<file path="src/rtl/iob_fifo_sync_asym_ctrl_pkg.sv">
// rtl/iob_fifo_sync_asym_ctrl_pkg.sv - width-derivation helpers shared by the asymmetric FIFO controllers
package iob_fifo_sync_asym_ctrl_pkg;

    function automatic int iob_max(input int a, input int b);
        return (a > b) ? a : b;
    endfunction

    function automatic int iob_min(input int a, input int b);
        return (a < b) ? a : b;
    endfunction

    // The narrow side addresses every MINDATA_W unit; the wide side addresses groups of them.
    function automatic int side_addr_w(input int side_w, input int other_w,
                                       input int addr_w, input int minaddr_w);
        return (side_w <= other_w) ? addr_w : minaddr_w;
    endfunction

endpackage

</file>
<file path="src/rtl/iob_fifo_asym_level.sv">
// rtl/iob_fifo_asym_level.sv - fill level and full/empty flags from push/pop accept strobes
module iob_fifo_asym_level #(
    parameter int ADDR_W = 10,
    parameter int WRATIO = 4,
    parameter int RRATIO = 1
) (
    input  logic              clk_i,
    input  logic              arst_n_i,
    input  logic              w_accept_i,
    input  logic              r_accept_i,
    output logic [ADDR_W:0]   level_o,
    output logic              w_full_o,
    output logic              r_empty_o
);

    localparam int LW = ADDR_W + 2;
    localparam logic [LW-1:0] W_INC    = LW'(WRATIO);
    localparam logic [LW-1:0] R_DEC    = LW'(RRATIO);
    localparam logic [LW-1:0] FULL_THR = LW'((2 ** ADDR_W) - WRATIO);

    logic [LW-1:0] level_q;
    logic [LW-1:0] level_d;

    // One extra bit of headroom keeps the simultaneous push/pop sum from wrapping.
    always_comb begin
        level_d = level_q;
        case ({w_accept_i, r_accept_i})
            2'b10:   level_d = level_q + W_INC;
            2'b01:   level_d = level_q - R_DEC;
            2'b11:   level_d = level_q + W_INC - R_DEC;
            default: level_d = level_q;
        endcase
    end

    always_ff @(posedge clk_i or negedge arst_n_i) begin
        if (!arst_n_i) begin
            level_q   <= '0;
            w_full_o  <= 1'b0;
            r_empty_o <= 1'b1;
        end else begin
            level_q   <= level_d;
            w_full_o  <= (level_d > FULL_THR);
            r_empty_o <= (level_d < R_DEC);
        end
    end

    assign level_o = level_q[ADDR_W:0];

endmodule

</file>
<file path="src/rtl/iob_fifo_sync_asym_ctrl.sv">
// rtl/iob_fifo_sync_asym_ctrl.sv - single-clock asymmetric-width FIFO controller for an external t2p RAM
// Optional sticky overflow/underflow flags: IOB_FIFO_SYNC_ASYM_ERR_EN
module iob_fifo_sync_asym_ctrl
    import iob_fifo_sync_asym_ctrl_pkg::*;
#(
    parameter int W_DATA_W = 32,
    parameter int R_DATA_W = 8,
    parameter int ADDR_W   = 10,
    localparam int MAXDATA_W = iob_max(W_DATA_W, R_DATA_W),
    localparam int MINDATA_W = iob_min(W_DATA_W, R_DATA_W),
    localparam int MINADDR_W = ADDR_W - $clog2(MAXDATA_W / MINDATA_W),
    localparam int W_ADDR_W  = side_addr_w(W_DATA_W, R_DATA_W, ADDR_W, MINADDR_W),
    localparam int R_ADDR_W  = side_addr_w(R_DATA_W, W_DATA_W, ADDR_W, MINADDR_W),
    localparam int WRATIO    = W_DATA_W / MINDATA_W,
    localparam int RRATIO    = R_DATA_W / MINDATA_W
) (
    input  logic                clk_i,
    input  logic                arst_n_i,
`ifdef IOB_FIFO_SYNC_ASYM_ERR_EN
    input  logic                err_clr_i,
    output logic                w_overflow_o,
    output logic                r_underflow_o,
`endif
    input  logic                w_en_i,
    input  logic [W_DATA_W-1:0] w_data_i,
    output logic                w_full_o,
    input  logic                r_en_i,
    output logic [R_DATA_W-1:0] r_data_o,
    output logic                r_valid_o,
    output logic                r_empty_o,
    output logic [ADDR_W:0]     level_o,
    output logic                ext_mem_w_en_o,
    output logic [W_ADDR_W-1:0] ext_mem_w_addr_o,
    output logic [W_DATA_W-1:0] ext_mem_w_data_o,
    output logic                ext_mem_r_en_o,
    output logic [R_ADDR_W-1:0] ext_mem_r_addr_o,
    input  logic [R_DATA_W-1:0] ext_mem_r_data_i
);

    logic                w_accept;
    logic                r_accept;
    logic [W_ADDR_W-1:0] w_ptr;
    logic [R_ADDR_W-1:0] r_ptr;

    assign w_accept = w_en_i && !w_full_o;
    assign r_accept = r_en_i && !r_empty_o;

    // Lane order falls out of the RAM address mapping, so data passes straight through.
    assign ext_mem_w_en_o   = w_accept;
    assign ext_mem_w_addr_o = w_ptr;
    assign ext_mem_w_data_o = w_data_i;
    assign ext_mem_r_en_o   = r_accept;
    assign ext_mem_r_addr_o = r_ptr;
    assign r_data_o         = ext_mem_r_data_i;

    always_ff @(posedge clk_i or negedge arst_n_i) begin
        if (!arst_n_i) begin
            w_ptr     <= '0;
            r_ptr     <= '0;
            r_valid_o <= 1'b0;
        end else begin
            if (w_accept) begin
                w_ptr <= w_ptr + W_ADDR_W'(1);
            end
            if (r_accept) begin
                r_ptr <= r_ptr + R_ADDR_W'(1);
            end
            r_valid_o <= r_accept;
        end
    end

    iob_fifo_asym_level #(
        .ADDR_W (ADDR_W),
        .WRATIO (WRATIO),
        .RRATIO (RRATIO)
    ) u_level (
        .clk_i      (clk_i),
        .arst_n_i   (arst_n_i),
        .w_accept_i (w_accept),
        .r_accept_i (r_accept),
        .level_o    (level_o),
        .w_full_o   (w_full_o),
        .r_empty_o  (r_empty_o)
    );

`ifdef IOB_FIFO_SYNC_ASYM_ERR_EN
    // Setting takes priority so an error in the clearing cycle is not lost.
    always_ff @(posedge clk_i or negedge arst_n_i) begin
        if (!arst_n_i) begin
            w_overflow_o  <= 1'b0;
            r_underflow_o <= 1'b0;
        end else begin
            if (w_en_i && w_full_o) begin
                w_overflow_o <= 1'b1;
            end else if (err_clr_i) begin
                w_overflow_o <= 1'b0;
            end
            if (r_en_i && r_empty_o) begin
                r_underflow_o <= 1'b1;
            end else if (err_clr_i) begin
                r_underflow_o <= 1'b0;
            end
        end
    end
`endif

endmodule

</file>
<file path="config.mk">
export PLATFORM = sky130hd
export DESIGN_NAME = iob_fifo_sync_asym_ctrl
export DESIGN_NICKNAME = d
export VERILOG_FILES = /design/src/rtl/iob_fifo_sync_asym_ctrl_pkg.sv /design/src/rtl/iob_fifo_asym_level.sv /design/src/rtl/iob_fifo_sync_asym_ctrl.sv
export SDC_FILE = /design/constraint.sdc
export NUM_CORES = 1
export LEC_CHECK = 0
export CAP_MARGIN = 20
export CELL_PAD_IN_SITES_DETAIL_PLACEMENT = 0
export CELL_PAD_IN_SITES_GLOBAL_PLACEMENT = 1
export CORE_AREA = 5 5 101 103
export CTS_BUF_LIST = sky130_fd_sc_hd__clkbuf_4
export CTS_CLUSTER_DIAMETER = 100
export DETAILED_ROUTE_END_ITERATION = 8
export DIE_AREA = 0 0 106 108
export PLACE_DENSITY = 0.75
export SETUP_SLACK_MARGIN = 0.3
export SLEW_MARGIN = 20
export SYNTH_ARGS = -nofsm -noshare
export SYNTH_HDL_FRONTEND = slang
export SYNTH_HIERARCHICAL = 1
export SYNTH_SLANG_ARGS = --single-unit
</file>
<file path="constraint.sdc">
create_clock -name clk_i -period 2.5 [get_ports clk_i]
set_input_delay 0.625 -clock clk_i [delete_from_list [all_inputs] [get_ports clk_i]]
set_output_delay 0.625 -clock clk_i [all_outputs]
set_load 0.01 [all_outputs]
</file>
==> flow_summary.rst <==
.. list-table::
   :header-rows: 1

   * - Metric
     - Value
   * - Outcome
     - complete, but fails checks
   * - Violated checks
     - negative setup slack
   * - First-pass GRT wire length
     - 9.059 mm
   * - Overall die width
     - 106 µm
   * - Final Cycle Share
     - 1.010
   * - Reg-to-reg slack, setup
     - -0.03 ns
   * - CP max-delay cell
     - or4_4
   * - Hold bufs inserted after CTS
     - 0
   * - Total Routing Usage GR
     - 0.09629
   * - Floorplan die area
     - 0.01145 mm²
   * - Sequential area share after synthesis
     - 0.3464
   * - CTS Buf Count
     - 5
   * - Core utilization of the finished layout
     - 0.3449
   * - Clock-pin slew reported for the worst setup and hold paths after clock tree synthesis
     - 0.10 ns
   * - Crit start category
     - flop
   * - Post-Place Worst Slack
     - -0.8702 ns
   * - Total power density per cell area
     - 1173 mW/mm²
   * - CTS tree
     - yes
   * - Required time of the critical path
     - 2.74 ns
   * - Proportion of synthesized flip-flops having asynchronous set or reset
     - 1.000
   * - Arrival time reported for the critical path endpoint
     - 2.77 ns
   * - Final hold violation count
     - 0
   * - Leading cell types by total area after synthesis
     - dfrtp_1 (34%), buf_4 (16%), xnor2_1 (7.3%)
   * - Hold slack final
     - 0.4700 ns
   * - Inserted Diodes
     - 0
   * - Die H
     - 108 µm
   * - Setup-violating endpoint count in the final report
     - 1
   * - Average wire per cell in the routed design
     - 14.45 µm
   * - Unique cell type count in the Yosys netlist
     - 50
   * - Worst Tran Pin Value
     - 0.5239 ns
   * - Count of nets left with antenna violations after detail routing
     - 0
   * - Core area
     - 0.009109 mm²
   * - Series of cell instances along the critical path
     - buf_6 -> buf_4 -> or3_4 -> a21oi_4 -> xnor2_2 -> or4_4 -> or4_4 -> nor4_2
   * - Flops & latches, synth
     - 33
   * - Root cell of the clock tree
     - clkbuf_4
   * - Layout cell share with drive strength beyond 1
     - 0.3607
   * - Synthesized Nets
     - 299
   * - I/O pin total
     - 118
   * - Residual DRC
     - 0
   * - Top flip-flop cell by instance count after synthesis
     - dfrtp_1
   * - Global-route congestion overflow total
     - 0
   * - Clock buffer depth
     - 2
   * - Initial antenna violation count
     - 0
   * - Growth of design area from synthesis to finish
     - 31.60%
   * - Synthesized area divided by synthesized cell count
     - 9.549 µm²
   * - Setup Total Neg Slack
     - -0.02523 ns
   * - RR Startpoint
     - u_level/level_q[2]
   * - Headroom to the max-slew limit
     - 0.6491
   * - Vias after detailed routing
     - 1838
   * - Number of cells traversed by the worst register-to-register path
     - 8
   * - DP Wirelength
     - 4.000 mm
   * - Synthesis warning total
     - 6
   * - Clock period minus worst slack
     - 2.525 ns
   * - TritonRoute pass-1 iters
     - 4
   * - TritonCTS sink count
     - 33
   * - Non-filler cells in the finished layout
     - 391
   * - Start-to-end type of the worst setup path
     - reg -> reg
   * - Final-report max-slew violation count
     - 0
   * - Final Cell Area
     - 0.003142 mm²
   * - Worst Hold Depth
     - 1
   * - Summed instance area of the synthesized netlist
     - 0.002387 mm²
   * - Commonest non-fill, non-tap cell in the layout
     - buf_4
   * - Net total in the final layout
     - 328
   * - Pin count of the biggest net entering global routing
     - 34
   * - Worst Hold Class
     - reg -> reg
   * - IO buf count
     - 37
   * - Number of H-tree levels
     - 2
   * - Initial standard-cell utilization of the core
     - 0.2621
   * - EDFF count, synth
     - 0
   * - Power Total
     - 3.686 mW
   * - VDD IR max
     - 406.9 µV
   * - Reg-to-Reg End
     - u_level/r_empty_o
   * - Via/cell ratio
     - 4.701
   * - Gate count after technology mapping
     - 250
   * - Clk_lat worst skew
     - 0.32 ns
   * - Dominant cell type by count on the critical path
     - or4_4
   * - Fin Clk Skew
     - 0.005954 ns
   * - Post-synth top area cell
     - dfrtp_1
   * - Maxcap violations
     - 0
   * - Critical path's top delay family
     - simple AND/OR/NAND/NOR gates
   * - Max stage delay on crit path
     - 0.51 ns
   * - Detailed Route Iter0 Violations
     - 116
   * - Max frequency
     - 0.3960 GHz
   * - Crit. End Element
     - flop
   * - RSZ-0062 raised after global routing
     - yes
   * - Final weighted congestion in routability-driven placement
     - 0.7602
   * - Worst-path maximum fanout
     - 4
   * - Cell count after placement
     - 365
   * - Via count of the first global-routing pass
     - 1891
   * - Leak Pwr
     - 1.322 nW
   * - Endpoint of the worst hold path
     - ext_mem_r_addr_o[9]
   * - Post-detailed-placement cell area
     - 0.002684 mm²
   * - Top library cells by usage in the layout, fill and taps aside
     - buf_4 (36), dfrtp_1 (30), clkdlybuf4s50_1 (30), xnor2_1 (19), xor2_1 (12)
   * - Synth top area share
     - 0.3354
   * - Final WL
     - 5.648 mm
   * - Final setup slack of the worst path
     - -0.02523 ns
   * - Count of standard-cell rows
     - 35
   * - Buffers & Inverters on Critical Path
     - 2
   * - Min-Delay Startpoint
     - ext_mem_r_addr_o[9]
[cells by family after synthesis]
kind of cell | synth area share
simple gates | 0.2002
buf+inv | 0.2018
xor+xnor | 0.1247
flops | 0.3464
compound gates | 0.08701
fa+ha+maj | 0.02621
mux | 0.01363
[sequential cells by signal, summed over array words and instances (netlist names)]
name	flops
ext_mem_r_addr_o	10
ext_mem_w_addr_o	8
r_valid_o	1
u_level/level_q	12
u_level/r_empty_o	1
u_level/w_full_o	1
[how the worst max path moves through the flow]
stage,start,to,slack (ns),depth (start not counted)
2_1_floorplan,r_en_i,u_level/r_empty_o,-0.22,8
3_3_place_gp,r_en_i,u_level/r_empty_o,-0.74,8
3_5_place_dp,r_en_i,u_level/r_empty_o,-0.87,8
4_1_cts,u_level/level_q[2],u_level/r_empty_o,-0.26,7
5_1_grt,u_level/level_q[2],u_level/r_empty_o,-0.09,8
6_report,u_level/level_q[2],u_level/r_empty_o,-0.03,8
[worst register-to-register path, stage by stage, from the launching register on]
cell	delay, ns
dfrtp_2	0.46
buf_6	0.14
buf_4	0.13
or3_4	0.33
a21oi_4	0.20
xnor2_2	0.11
or4_4	0.51
or4_4	0.42
nor4_2	0.15
[final cells by class]
| cell class | instances | area [µm²] |
|---|---|---|
| repair buffers | 83 | 747.0 |
| inverters | 12 | 45.04 |
| fillers | 893 | 5967 |
| multi-input cells | 144 | 1303 |
| flip-flops and latches | 33 | 829.5 |
| clock inverters | 2 | 33.78 |
| well taps | 111 | 138.9 |
| clock buffers | 6 | 45.04 |
[where the power goes]
group,switching (mW),internal (mW)
Combinational,1.02,1.22
Sequential,0.310,0.748
Clock,0.174,0.219
[timing repair]
action                                 4_1_cts  5_1_grt
gates resized for setup                     31       33
pin swaps                                   10       16
endpoints found under the hold margin        0        0
setup endpoints to repair                   13        9
buffers inserted                            10        8
[per-layer routing]
metal / up-vias / global-route usage / share of wire
met5: - / 0 / 0
met4: 0 / 0.03515 / 0.020
met3: 12 / 0.02209 / 0.067
met2: 72 / 0.1735 / 0.49
met1: 885 / 0.1118 / 0.42
li1: 869 / - / -
[Yosys cell counts (5+ instances only)]
master   number
inv_1        12
nor3_1        5
nand2_1      11
dfrtp_1      32
nand4_1      11
xnor2_1      20
a21oi_1       5
buf_4        51
nor2_1        8
ha_1          5
nand3_1       8
xor2_1       14
buf_2         7
Note: power is estimated with default switching activity, not from simulation.
